### config.mk
export PLATFORM = sky130hd
export DESIGN_NAME = rf_write_arbiter
export DESIGN_NICKNAME = d
export VERILOG_FILES = /design/src/rtl/rf_write_arbiter.sv
export SDC_FILE = /design/constraint.sdc
export NUM_CORES = 1
export LEC_CHECK = 0
export ABC_AREA = 1
export BUFFER_PORTS_ARGS = -buffer_cell sky130_fd_sc_hd__buf_2
export CELL_PAD_IN_SITES_DETAIL_PLACEMENT = 0
export CELL_PAD_IN_SITES_GLOBAL_PLACEMENT = 1
export CORE_MARGIN = 8
export CORE_UTILIZATION = 34
export DETAILED_ROUTE_END_ITERATION = 10
export HOLD_SLACK_MARGIN = 0.1
export PLACE_DENSITY = 0.91
export SYNTH_ARGS = -nofsm -noshare
export SYNTH_HDL_FRONTEND = slang
export SYNTH_SLANG_ARGS = --single-unit
### constraint.sdc
create_clock -name clk_i -period 2 [get_ports clk_i]
set_input_delay 0.4 -clock clk_i [delete_from_list [all_inputs] [get_ports clk_i]]
set_output_delay 0.4 -clock clk_i [all_outputs]
set_load 0.03 [all_outputs]
### src/rtl/rf_write_arbiter.sv
// Register-file write-port arbiter: writeback stage vs. a one-entry MDU result buffer,
// with a bounded starvation counter that forces the buffer through under contention.
`ifndef XLEN
`define XLEN 32
`endif

module rf_write_arbiter #(
  parameter int STARVE_MAX = 4
) (
  input  logic              clk_i,
  input  logic              rst_i,
  input  logic [4:0]        wb_rd_addr_i,
  input  logic [`XLEN-1:0]  wb_rd_data_i,
  input  logic              wb_rd_we_i,
  input  logic              mdu_valid_i,
  input  logic [4:0]        mdu_rd_addr_i,
  input  logic [`XLEN-1:0]  mdu_rd_data_i,
  output logic              mdu_ready_o,
  output logic [4:0]        rf_addr_o,
  output logic [`XLEN-1:0]  rf_data_o,
  output logic              rf_we_o,
  output logic              stall_o,
  output logic [4:0]        pend_addr_o
);

  localparam logic [3:0] STARVE_LIM = 4'(STARVE_MAX);

  // MDU handshake: valid/ready, transfer when both high on a rising edge;
  // a transfer to x0 completes but is dropped.
  logic              buf_valid_q, buf_valid_d;
  logic [4:0]        buf_addr_q, buf_addr_d;
  logic [`XLEN-1:0]  buf_data_q, buf_data_d;
  logic [3:0]        starve_cnt_q, starve_cnt_d;
  logic [4:0]        rf_addr_q, rf_addr_d;
  logic [`XLEN-1:0]  rf_data_q, rf_data_d;
  logic              rf_we_q, rf_we_d;

  logic wb_req, buf_req, conflict, buf_grant, wb_grant, mdu_accept;

  always_comb begin
    wb_req     = wb_rd_we_i && (wb_rd_addr_i != 5'd0);
    buf_req    = buf_valid_q;
    conflict   = wb_req && buf_req;
    buf_grant  = buf_req && (!wb_req || (starve_cnt_q == STARVE_LIM));
    wb_grant   = wb_req && !buf_grant;
    mdu_accept = mdu_valid_i && !buf_valid_q && (mdu_rd_addr_i != 5'd0);
  end

  always_comb begin
    rf_addr_d    = rf_addr_q;
    rf_data_d    = rf_data_q;
    rf_we_d      = 1'b0;
    buf_valid_d  = buf_valid_q;
    buf_addr_d   = buf_addr_q;
    buf_data_d   = buf_data_q;
    starve_cnt_d = starve_cnt_q;

    if (buf_grant) begin
      rf_addr_d   = buf_addr_q;
      rf_data_d   = buf_data_q;
      rf_we_d     = 1'b1;
      buf_valid_d = 1'b0;
    end else if (wb_grant) begin
      rf_addr_d = wb_rd_addr_i;
      rf_data_d = wb_rd_data_i;
      rf_we_d   = 1'b1;
    end

    // Accept only happens with the buffer empty, so it never overlaps a drain.
    if (mdu_accept) begin
      buf_valid_d = 1'b1;
      buf_addr_d  = mdu_rd_addr_i;
      buf_data_d  = mdu_rd_data_i;
    end

    if (buf_grant || !buf_valid_q) begin
      starve_cnt_d = 4'd0;
    end else if (conflict && (starve_cnt_q < STARVE_LIM)) begin
      starve_cnt_d = starve_cnt_q + 4'd1;
    end
  end

  always_ff @(posedge clk_i) begin
    if (rst_i) begin
      rf_addr_q    <= 5'd0;
      rf_data_q    <= '0;
      rf_we_q      <= 1'b0;
      buf_valid_q  <= 1'b0;
      buf_addr_q   <= 5'd0;
      buf_data_q   <= '0;
      starve_cnt_q <= 4'd0;
    end else begin
      rf_addr_q    <= rf_addr_d;
      rf_data_q    <= rf_data_d;
      rf_we_q      <= rf_we_d;
      buf_valid_q  <= buf_valid_d;
      buf_addr_q   <= buf_addr_d;
      buf_data_q   <= buf_data_d;
      starve_cnt_q <= starve_cnt_d;
    end
  end

  assign rf_addr_o   = rf_addr_q;
  assign rf_data_o   = rf_data_q;
  assign rf_we_o     = rf_we_q;
  assign mdu_ready_o = !buf_valid_q;
  assign stall_o     = conflict && buf_grant;
  assign pend_addr_o = buf_valid_q ? buf_addr_q : 5'd0;

endmodule

==> run summary, run 1 <==
Yosys cell types - 25
Post-synth ARST share - 0%
syn avg cell area - 6.889 sq um
Leak Pwr - 0.002295 uW
TritonCTS Sinks - 80
Hold/Removal Path Class - in2reg
Period minus WS final - 1.848 ns
worst-margin pin slew - 0.8598 ns
Main synth FF type - dfxtp_1
CP startpoint kind - flop
H-tree Lvls - 3
row count - 36
P&R area growth vs syn - 27.76%
GPL Wtd Cong - 0.8103
Final setup viols - 0
hold buffers post-CTS - 0
CP Capture Type - output pin
max_cap viols - 0
mapped cell area - 3417 sq um
Seq/Total Area, Yosys - 46.87%
synthesized net count - 576
Yosys top cell by area - dfxtp_1
largest net degree at the start of global routing - 37
multi-input logic area - 1484 sq um
Slew Viols, Final - 0
CTS tree - done
final hold viol count - 0
post-DR wirelength/cell - 12.09 microns
I/O pins - 123
Starting Density - 34.96%
ratio of total power to cell area - 866.9 nW/um^2
DR iter-0 viols - 141
CP Data Arrival Time - 1.45 ns
GRT Overall Usage - 13.37%
Mapped Cells - 496
clock latency on the worst-skew pair - 0.34 ns
Clock transition at path regs - 0.08 ns
detail-routed via count per cell - 4.451
Cell Area, Placed - 4146 sq um
max_slew headroom - 42.55%
Detail Route Antenna Nets - 0
fin area - 4365 sq um
worst-case vdd ir drop - 0.3385 mV
CP max FO - 3
Fillers - 1051
Max Fclk - 541.3 MHz
DRC errors left - 0
most frequent cell after synthesis - nand2_1
detailed-placement wirelength estimate - 6.914 mm
DR vias - 3338
ant diodes - 0
Syn. warnings - 0
Die Width - 116.3 microns
final worst path period share - 92.38%
Nets - 693
TritonCTS Buffers - 9
CTS max path bufs - 2
Die ar. - 13510 sq um
total global routing overflow - 0
CTS resizes - 0
postcts setup bufs - 0
initial antenna violation count - 0
Crit path required time - 1.60 ns
top cell type's share of synthesized area - 46.87%
unrepaired setup endpoints after global routing - no
status - complete, no violations
FF/Latch Area - 1602 sq um
Chip Height - 116.3 microns
first-pass GRT wire length - 14.68 mm
layout cells sized above 1 - 25.61%
TritonRoute pass-1 iters - 4
CORE AREA - 9774 sq um
skew final - 0.01003 ns
port buffer count - 122
post-layout util - 44.66%
vias in the first global route - 3283
Post-synth EDFFs - 0
routed wire length - 9.067 mm
Yosys reg bits - 80
Total Neg Setup Slack - 0 ns
most frequent cells after synthesis - 117 x nand2_1, 116 x nor2_1, 80 x dfxtp_1
Area contributors post-synth - dfxtp_1 47%, nand2_1 13%, nor2_1 13%
CP Class - reg2out
CTS root buf - clkbuf_8
-- report_power, final --
part           internal, uW  switching (uW)
registers              1730            70.4
logic                   239             453
clock network           730             562
total                  2700            1090
-- area by class of cell --
| type | instances | area share [%] |
|---|---|---|
| Timing Repair Buffer | 132 | 16.28 |
| Tap cell | 133 | 3.812 |
| Inverter | 49 | 4.213 |
| Clock inverter | 5 | 1.863 |
| Clock buffer | 10 | 3.153 |
| Multi-Input combinational cell | 341 | 33.99 |
| Sequential cell | 80 | 36.69 |
-- cell families (layout without fill, tap and decap cells) --
group	count (synthesis)	in the layout	share of synthesized area (%)
compound gates	80	80	12.12
simple gates	259	259	30.57
fa+ha+maj	2	2	0.7322
flops	80	80	46.87
buf+inv	75	196	9.703
-- per-stage QoR --
| stage | total power (uW) | worst slack, ns | instances | hold WS [ns] |
|---|---|---|---|---|
| after floorplan | 2296 | 0.2594 | 496 | 0.4526 |
| after global placement | 2527 | 0.1782 | 735 | 0.4404 |
| after global routing | 3985 | 0.03718 | 750 | 0.3203 |
| final | 3784 | 0.1524 | 750 | 0.3131 |
| after detailed placement | 2542 | 0.1363 | 735 | 0.4450 |
| after CTS | 3847 | 0.1067 | 750 | 0.2927 |
-- final timing paths --
check / startpoint / endpoint / slack [ns] / depth (start not counted)
min reg2reg: rf_data_o[6] / rf_data_o[6] / 0.45 / 2
max reg2reg: starve_cnt_q[0] / rf_addr_o[2] / 0.40 / 10
min: mdu_rd_data_i[3] / buf_data_q[3] / 0.31 / 3
max: starve_cnt_q[0] / stall_o / 0.15 / 5
-- metal layers --
layer / GRT usage (%) / up-vias / wire, microns / part of all wire, %
met3: 3.464 / 12 / 628 / 6.9
li1: - / 1759 / - / -
met5: 0 / - / 0 / 0
met1: 15.30 / 1479 / 4023 / 44
met2: 23.23 / 88 / 4284 / 47
met4: 5.359 / 0 / 130 / 1.4
-- worst max-delay path: stages (launching register included) --
cell and delay, ns:
dfxtp_1 0.33, inv_1 0.07, ha_1 0.16, nand3_2 0.13
nor3_1 0.20, buf_2 0.23
-- flip-flops by register name (all words and copies together), names as in the netlist --
| register | count |
|---|---|
| rf_data_o | 32 |
| buf_addr_q | 5 |
| rf_addr_o | 5 |
| buf_data_q | 32 |
| starve_cnt_q | 4 |
| buf_req | 1 |
| rf_we_o | 1 |
-- layout by cell type (no fill, tap or decap), drive strengths merged, types with 2 or more instances in the layout --
master  synthesis  final
nor2          119    119
bufinv          0      2
inv            48     48
dfxtp          80     80
nand2         120    120
o21ai          70     70
a21oi           9      9
clkbuf          5     10
clkinv          1      3
buf            21    132
nand3          19     19
ha              2      2
(Power assumes the default switching activity.)
==> run 2, diff against run 1 <==
--- a/config.mk
+++ b/config.mk
@@ -12,6 +12,6 @@
 export CORE_MARGIN = 8
-export CORE_UTILIZATION = 34
+export CORE_UTILIZATION = 36
 export DETAILED_ROUTE_END_ITERATION = 10
 export HOLD_SLACK_MARGIN = 0.1
-export PLACE_DENSITY = 0.91
+export PLACE_DENSITY = 0.95
 export SYNTH_ARGS = -nofsm -noshare
==> constraint.sdc (replaced) <==
create_clock -name clk_i -period 2.14 [get_ports clk_i]
set_input_delay 0.214 -clock clk_i [delete_from_list [all_inputs] [get_ports clk_i]]
set_output_delay 0.214 -clock clk_i [all_outputs]
set_load 0.03 [all_outputs]
==> run 2 against run 1 <==
Compared with the run above:
- hold slack worse by 0.19 ns
- setup slack better by 0.16 ns
- routed wire length grew 0.49%
- sequential share of layout area grew 0.49 points
- non-clock buffer count down 1
- design area shrank 1.3%
- critical path depth is 5 higher
- count of clock-buffer cells in the layout is 1 higher
- die area is 4.8% lower
- first-iteration DRC count down 26%
- largest cell class unchanged
==> run summary, run 2 (synthesized netlist as in run 1, its figures left out) <==
Period minus WS final - 1.828 ns
CORE AREA - 9240 sq um (-5.5%)
worst-case vdd ir drop - 0.3180 mV (-6.1%)
CTS max path bufs - 2 (unchanged)
unrepaired setup endpoints after global routing - no
Chip Height - 113.4 microns (-2.4%)
GRT Overall Usage - 14.55% (+1.2 points)
Nets - 692 (-0.14%)
layout cells sized above 1 - 25.45% (-0.16 points)
Crit path required time - 2.41 ns (+0.81 ns)
crit path capture - rf_addr_o[2]
final hold viol count - 0 (unchanged)
CP Data Arrival Time - 2.10 ns (+0.65 ns)
ant diodes - 0 (unchanged)
port buffer count - 122 (unchanged)
Total Neg Setup Slack - 0 ns (unchanged)
max_slew headroom - 57.12% (+15 points)
I/O pins - 123 (unchanged)
hold buffers post-CTS - 0 (unchanged)
total global routing overflow - 0 (unchanged)
Slew Viols, Final - 0 (unchanged)
GPL Wtd Cong - 0.7691 (-5.1%)
post-layout util - 46.62% (+2.0 points)
Hold/Removal Path Class - in2reg
skew final - 0.01242 ns (+0.002392 ns)
worst r2r path cells - 10 (unchanged)
post-DR wirelength/cell - 12.21 microns (+1.0%)
Starting Density - 36.98% (+2.0 points)
DR iter-0 viols - 104 (-26%)
row count - 35 (-2.8%)
postcts setup bufs - 0 (unchanged)
Critical path origin - starve_cnt_q[0]
P&R area growth vs syn - 26.07%
Non-Filler Instances - 746 (-0.53%)
Leak Pwr - 0.002273 uW (-0.98%)
TritonCTS Buffers - 9 (unchanged)
most common cell after layout, fill and taps aside - buf_2
Final setup viols - 0 (unchanged)
detailed-placement wirelength estimate - 6.805 mm (-1.6%)
CP max FO - 17 (+14)
worst-margin pin slew - 0.6425 ns (-0.2173 ns)
clock latency on the worst-skew pair - 0.34 ns (about the same)
TritonRoute pass-1 iters - 4 (unchanged)
reg2reg start - starve_cnt_q[0]
initial antenna violation count - 0 (unchanged)
final worst path period share - 85.44%
Die Width - 113.4 microns (-2.4%)
Max Fclk - 546.9 MHz
Hold WS - 0.1197 ns (-0.1934 ns)
largest net degree at the start of global routing - 39 (+5.4%)
Clock transition at path regs - 0.08 ns (about the same)
first-pass GRT wire length - 15.56 mm (+6.0%)
detail-routed via count per cell - 4.432 (-0.43%)
ratio of total power to cell area - 768.4 nW/um^2 (-11%)
vias in the first global route - 3331 (+1.5%)
CTS root buf - clkbuf_8
H-tree Lvls - 3 (unchanged)
status - complete, no violations
DRC errors left - 0 (unchanged)
placed insts - 730 (-0.68%)
Die ar. - 12870 sq um (-4.8%)
reg2reg setup slack - 0.31 ns (-0.09 ns)
CTS tree - done
DR vias - 3306 (-0.96%)
Detail Route Antenna Nets - 0 (unchanged)
CTS resizes - 0 (unchanged)
CP Class - reg2reg
Critical R2R Capture - rf_addr_o[2]
max_cap viols - 0 (unchanged)
CP Capture Type - flop
most frequent cells in the layout - 122 x buf_2, 117 x nand2_1, 116 x nor2_1
routed wire length - 9.111 mm (+0.49%)
TritonCTS Sinks - 80 (unchanged)
CP startpoint kind - flop
-- run 2: layer usage --
metal | part of all wire, % | global-route usage (%) | vias up
met1 | 44 | 17.07 | 1456
met5 | 0 | 0 | -
li1 | - | - | 1757
met4 | 1.7 | 5.684 | 0
met3 | 6.2 | 4.120 | 13
met2 | 48 | 24.60 | 80
-- run 2: how the worst min path moves through the flow --
stage | from | end | slack [ns] | cells past startpoint
CTS | mdu_rd_data_i[25] | buf_data_q[25] | 0.10 | 3
detailed placement | rf_data_o[20] | rf_data_o[20] | 0.44 | 2
floorplan | mdu_rd_addr_i[2] | buf_addr_q[2] | 0.36 | 2
finish | mdu_rd_data_i[25] | buf_data_q[25] | 0.12 | 3
global placement | rf_data_o[26] | rf_data_o[26] | 0.44 | 2
global route | mdu_rd_data_i[19] | buf_data_q[19] | 0.11 | 3
-- run 2: metrics by stage --
| step | cell area (sq um) | total power (uW) | setup WS [ns] |
|---|---|---|---|
| floorplan | 3417 | 2145 | 0.5854 |
| CTS | 4308 | 3366 | 0.2982 |
| finish | 4308 | 3310 | 0.3117 |
| global route | 4308 | 3511 | 0.1502 |
| global placement | 4134 | 2358 | 0.4353 |
| detailed placement | 4134 | 2372 | 0.3487 |
-- run 2: critical path: stages (launching register included) --
cell and delay, ns:
dfxtp_1 0.36, inv_1 0.07, ha_1 0.20, nand3_2 0.11, nand3_4 0.12, nand2_2 0.30, buf_4 0.26, inv_1 0.08
nor2_1 0.12, nor2_1 0.06, nor2_1 0.09
-- run 2: cell type report --
| class | count | area [sq um] |
|---|---|---|
| Tap cell | 129 | 161.4 |
| Inverter | 49 | 183.9 |
| Timing Repair Buffer | 131 | 703.2 |
| Multi-Input combinational cell | 341 | 1484 |
| Clock inverter | 5 | 32.53 |
| Fill cell | 1008 | 4932 |
| Clock buffer | 11 | 141.4 |
| Sequential cell | 80 | 1602 |
-- run 2: power by group --
part | internal [uW] | switching [uW] | leakage [uW]
sequential | 1620 | 70.7 | 0.000662
clock | 452 | 530 | 0.0000930
combinational | 222 | 419 | 0.00152
==> run 3, diff against run 2 <==
CORE_UTILIZATION = 30   (was 36)
HOLD_SLACK_MARGIN = default   (was 0.1)
PLACE_DENSITY = 0.85   (was 0.95)
clock period = 1.45 ns   (was 2.14 ns; I/O delays follow)
==> run 3 against run 2 <==
Compared with the run above:
- the flow now finishes with violations (negative setup slack)
- highest routed layer unchanged
- first-iteration DRC count increased by 18%
- critical path type is now reg2out
- sequential cell count unchanged
- final cell count increased by 4.6%
- global-route usage decreased by 1.7 points
- largest cell class unchanged
- combinational power increased by 70%
==> run summary, run 3 (synthesized netlist as in run 1, its figures left out) <==
Clock transition at path regs - 0.06 ns (-0.02 ns)
GPL Wtd Cong - 0.7439 (-3.3%)
CORE AREA - 11270 sq um (+22%)
CP Capture Type - output pin
Detail Route Antenna Nets - 0 (unchanged)
initial antenna violation count - 0 (unchanged)
Combinational Power Share - 18.5% (-0.9 points)
unrepaired setup endpoints after global routing - yes
CP Class - reg2out
clock latency on the worst-skew pair - 0.33 ns (about the same)
row count - 39 (+11%)
max_slew headroom - 78.47% (+21 points)
clock share of power - 39.0% (+9.3 points)
status - finished with violations
Die ar. - 15060 sq um (+17%)
overall power - 5885 uW (+78%)
CP Data Arrival Time - 1.35 ns (-0.75 ns)
DRC errors left - 0 (unchanged)
most common cell after layout, fill and taps aside - buf_2
pre-CTS WS - 0.007127 ns (-0.3416 ns)
Slew Viols, Final - 0 (unchanged)
Die Width - 122.7 microns (+8.2%)
P_sw - 1662 uW (+63%)
worst-margin pin slew - 0.3230 ns (-0.3195 ns)
first-pass GRT wire length - 15.48 mm (-0.49%)
hold buffers post-CTS - 0 (unchanged)
port buffer count - 122 (unchanged)
TritonRoute pass-1 iters - 4 (unchanged)
worst-case vdd ir drop - 0.4648 mV (+46%)
ant diodes - 0 (unchanged)
vias in the first global route - 3335 (+0.12%)
layout cells sized above 1 - 32.34% (+6.9 points)
Crit path required time - 1.31 ns (-1.10 ns)
ratio of total power to cell area - 1208 nW/um^2 (+57%)
GRT Overall Usage - 12.87% (-1.7 points)
total global routing overflow - 0 (unchanged)
Chip Height - 122.7 microns (+8.2%)
CTS tree - done
Total Neg Setup Slack - -0.2270 ns (-0.2270 ns)
detail-routed via count per cell - 4.369 (-1.4%)
switching part of the total power - 28.24% (-2.6 points)
TritonCTS Buffers - 9 (unchanged)
CTS root buf - clkbuf_16
final worst path period share - 103.2%
Period minus WS final - 1.497 ns
Leak Pwr - 0.002501 uW (+10%)
CTS max path bufs - 2 (unchanged)
Nets - 712 (+2.9%)
I/O pins - 123 (unchanged)
CP startpoint kind - flop
most frequent cells in the layout - 121 x buf_2, 116 x nand2_1, 97 x nor2_1
Final WS setup - -0.04650 ns (-0.3582 ns)
skew final - 0.004923 ns (-0.007495 ns)
max_cap viols - 0 (unchanged)
DR vias - 3408 (+3.1%)
placed insts - 751 (+2.9%)
largest net degree at the start of global routing - 38 (-2.6%)
TritonCTS Sinks - 80 (unchanged)
Max Fclk - 668.2 MHz
Reg power frac - 42.4% (-8.6 points)
Starting Density - 30.31% (-6.7 points)
CP max FO - 2 (-15)
Final setup viols - 14 (+14)
H-tree Lvls - 3 (unchanged)
DR iter-0 viols - 123 (+18%)
post-layout util - 43.23% (-3.4 points)
detailed-placement wirelength estimate - 7.195 mm (+5.7%)
post-DR wirelength/cell - 13.44 microns (+10%)
Hold/Removal Path Class - in2reg
final hold viol count - 0 (unchanged)
P&R area growth vs syn - 42.62%
failing checks - negative setup slack
routed wire length - 10.48 mm (+15%)
internal power - 4223 uW (+84%)
Non-Filler Instances - 780 (+4.6%)
[run 3: changes by cell type in the layout (fill, tap and decap cells not counted), sizes merged]
cell,before,now
clkbuf,11,15
buf,131,146
nand2,120,121
clkinv,6,3
bufinv,0,1
clkinvlp,0,2
[run 3: worst paths after layout]
kind / start / to / slack (ns) / cells past startpoint
worst max register to register: starve_cnt_q[0] / rf_data_o[25] / -0.04 / 10
worst min register to register: rf_data_o[17] / rf_data_o[17] / 0.45 / 2
worst min-delay path: mdu_rd_data_i[30] / buf_data_q[30] / 0.07 / 3
worst max-delay path: starve_cnt_q[0] / stall_o / -0.05 / 6
[run 3: final cells by class]
cell class                 count  area, sq um
fill                        1176         6399
sequential                    80         1605
multi-input combinational    342         1599
timing repair buffer         150        998.5
clock buffer                  11        252.7
inverter                      49        183.9
tap                          143        178.9
clock inverter                 5        55.05
[run 3: worst max-delay path: stages, from the launching register on]
cell	delay (ns)
dfxtp_2	0.33
inv_2	0.07
ha_4	0.13
nand3_4	0.07
buf_6	0.13
nor3_4	0.13
buf_6	0.16
[run 3: repair_timing]
action,in CTS,in global routing
cloned,0,9
gates resized for setup,10,30
pin swaps,3,2
setup endpoints to repair,6,40
buffers inserted,3,1
[run 3: power by group through the flow]
| stage | Sequential [uW] | Clock [uW] | Combinational, uW |
|---|---|---|---|
| finish | 2500 | 2300 | 1090 |
| global route | 2520 | 2450 | 1210 |
| CTS | 2490 | 2370 | 1020 |
| detailed placement | 2530 | 0 | 1010 |
| global placement | 2530 | 0 | 997 |
| floorplan | 2710 | 0 | 459 |
[run 3: per-stage QoR]
stage                     hold WS [ns]  instance area (sq um)
after floorplan                 0.2920                   3422
after global placement          0.4023                   4259
after detailed placement        0.4099                   4259
after CTS                      0.05825                   4621
after global routing           0.08079                   4873
final                          0.06921                   4873
[run 3: metal layers]
metal  track usage (%)  wire [microns]  up-vias
li1                  -               -     1807
met1             15.33            4740     1499
met2             21.41            4939       92
met3             4.002             690       10
met4             4.570             112        0
met5                 0               0        -
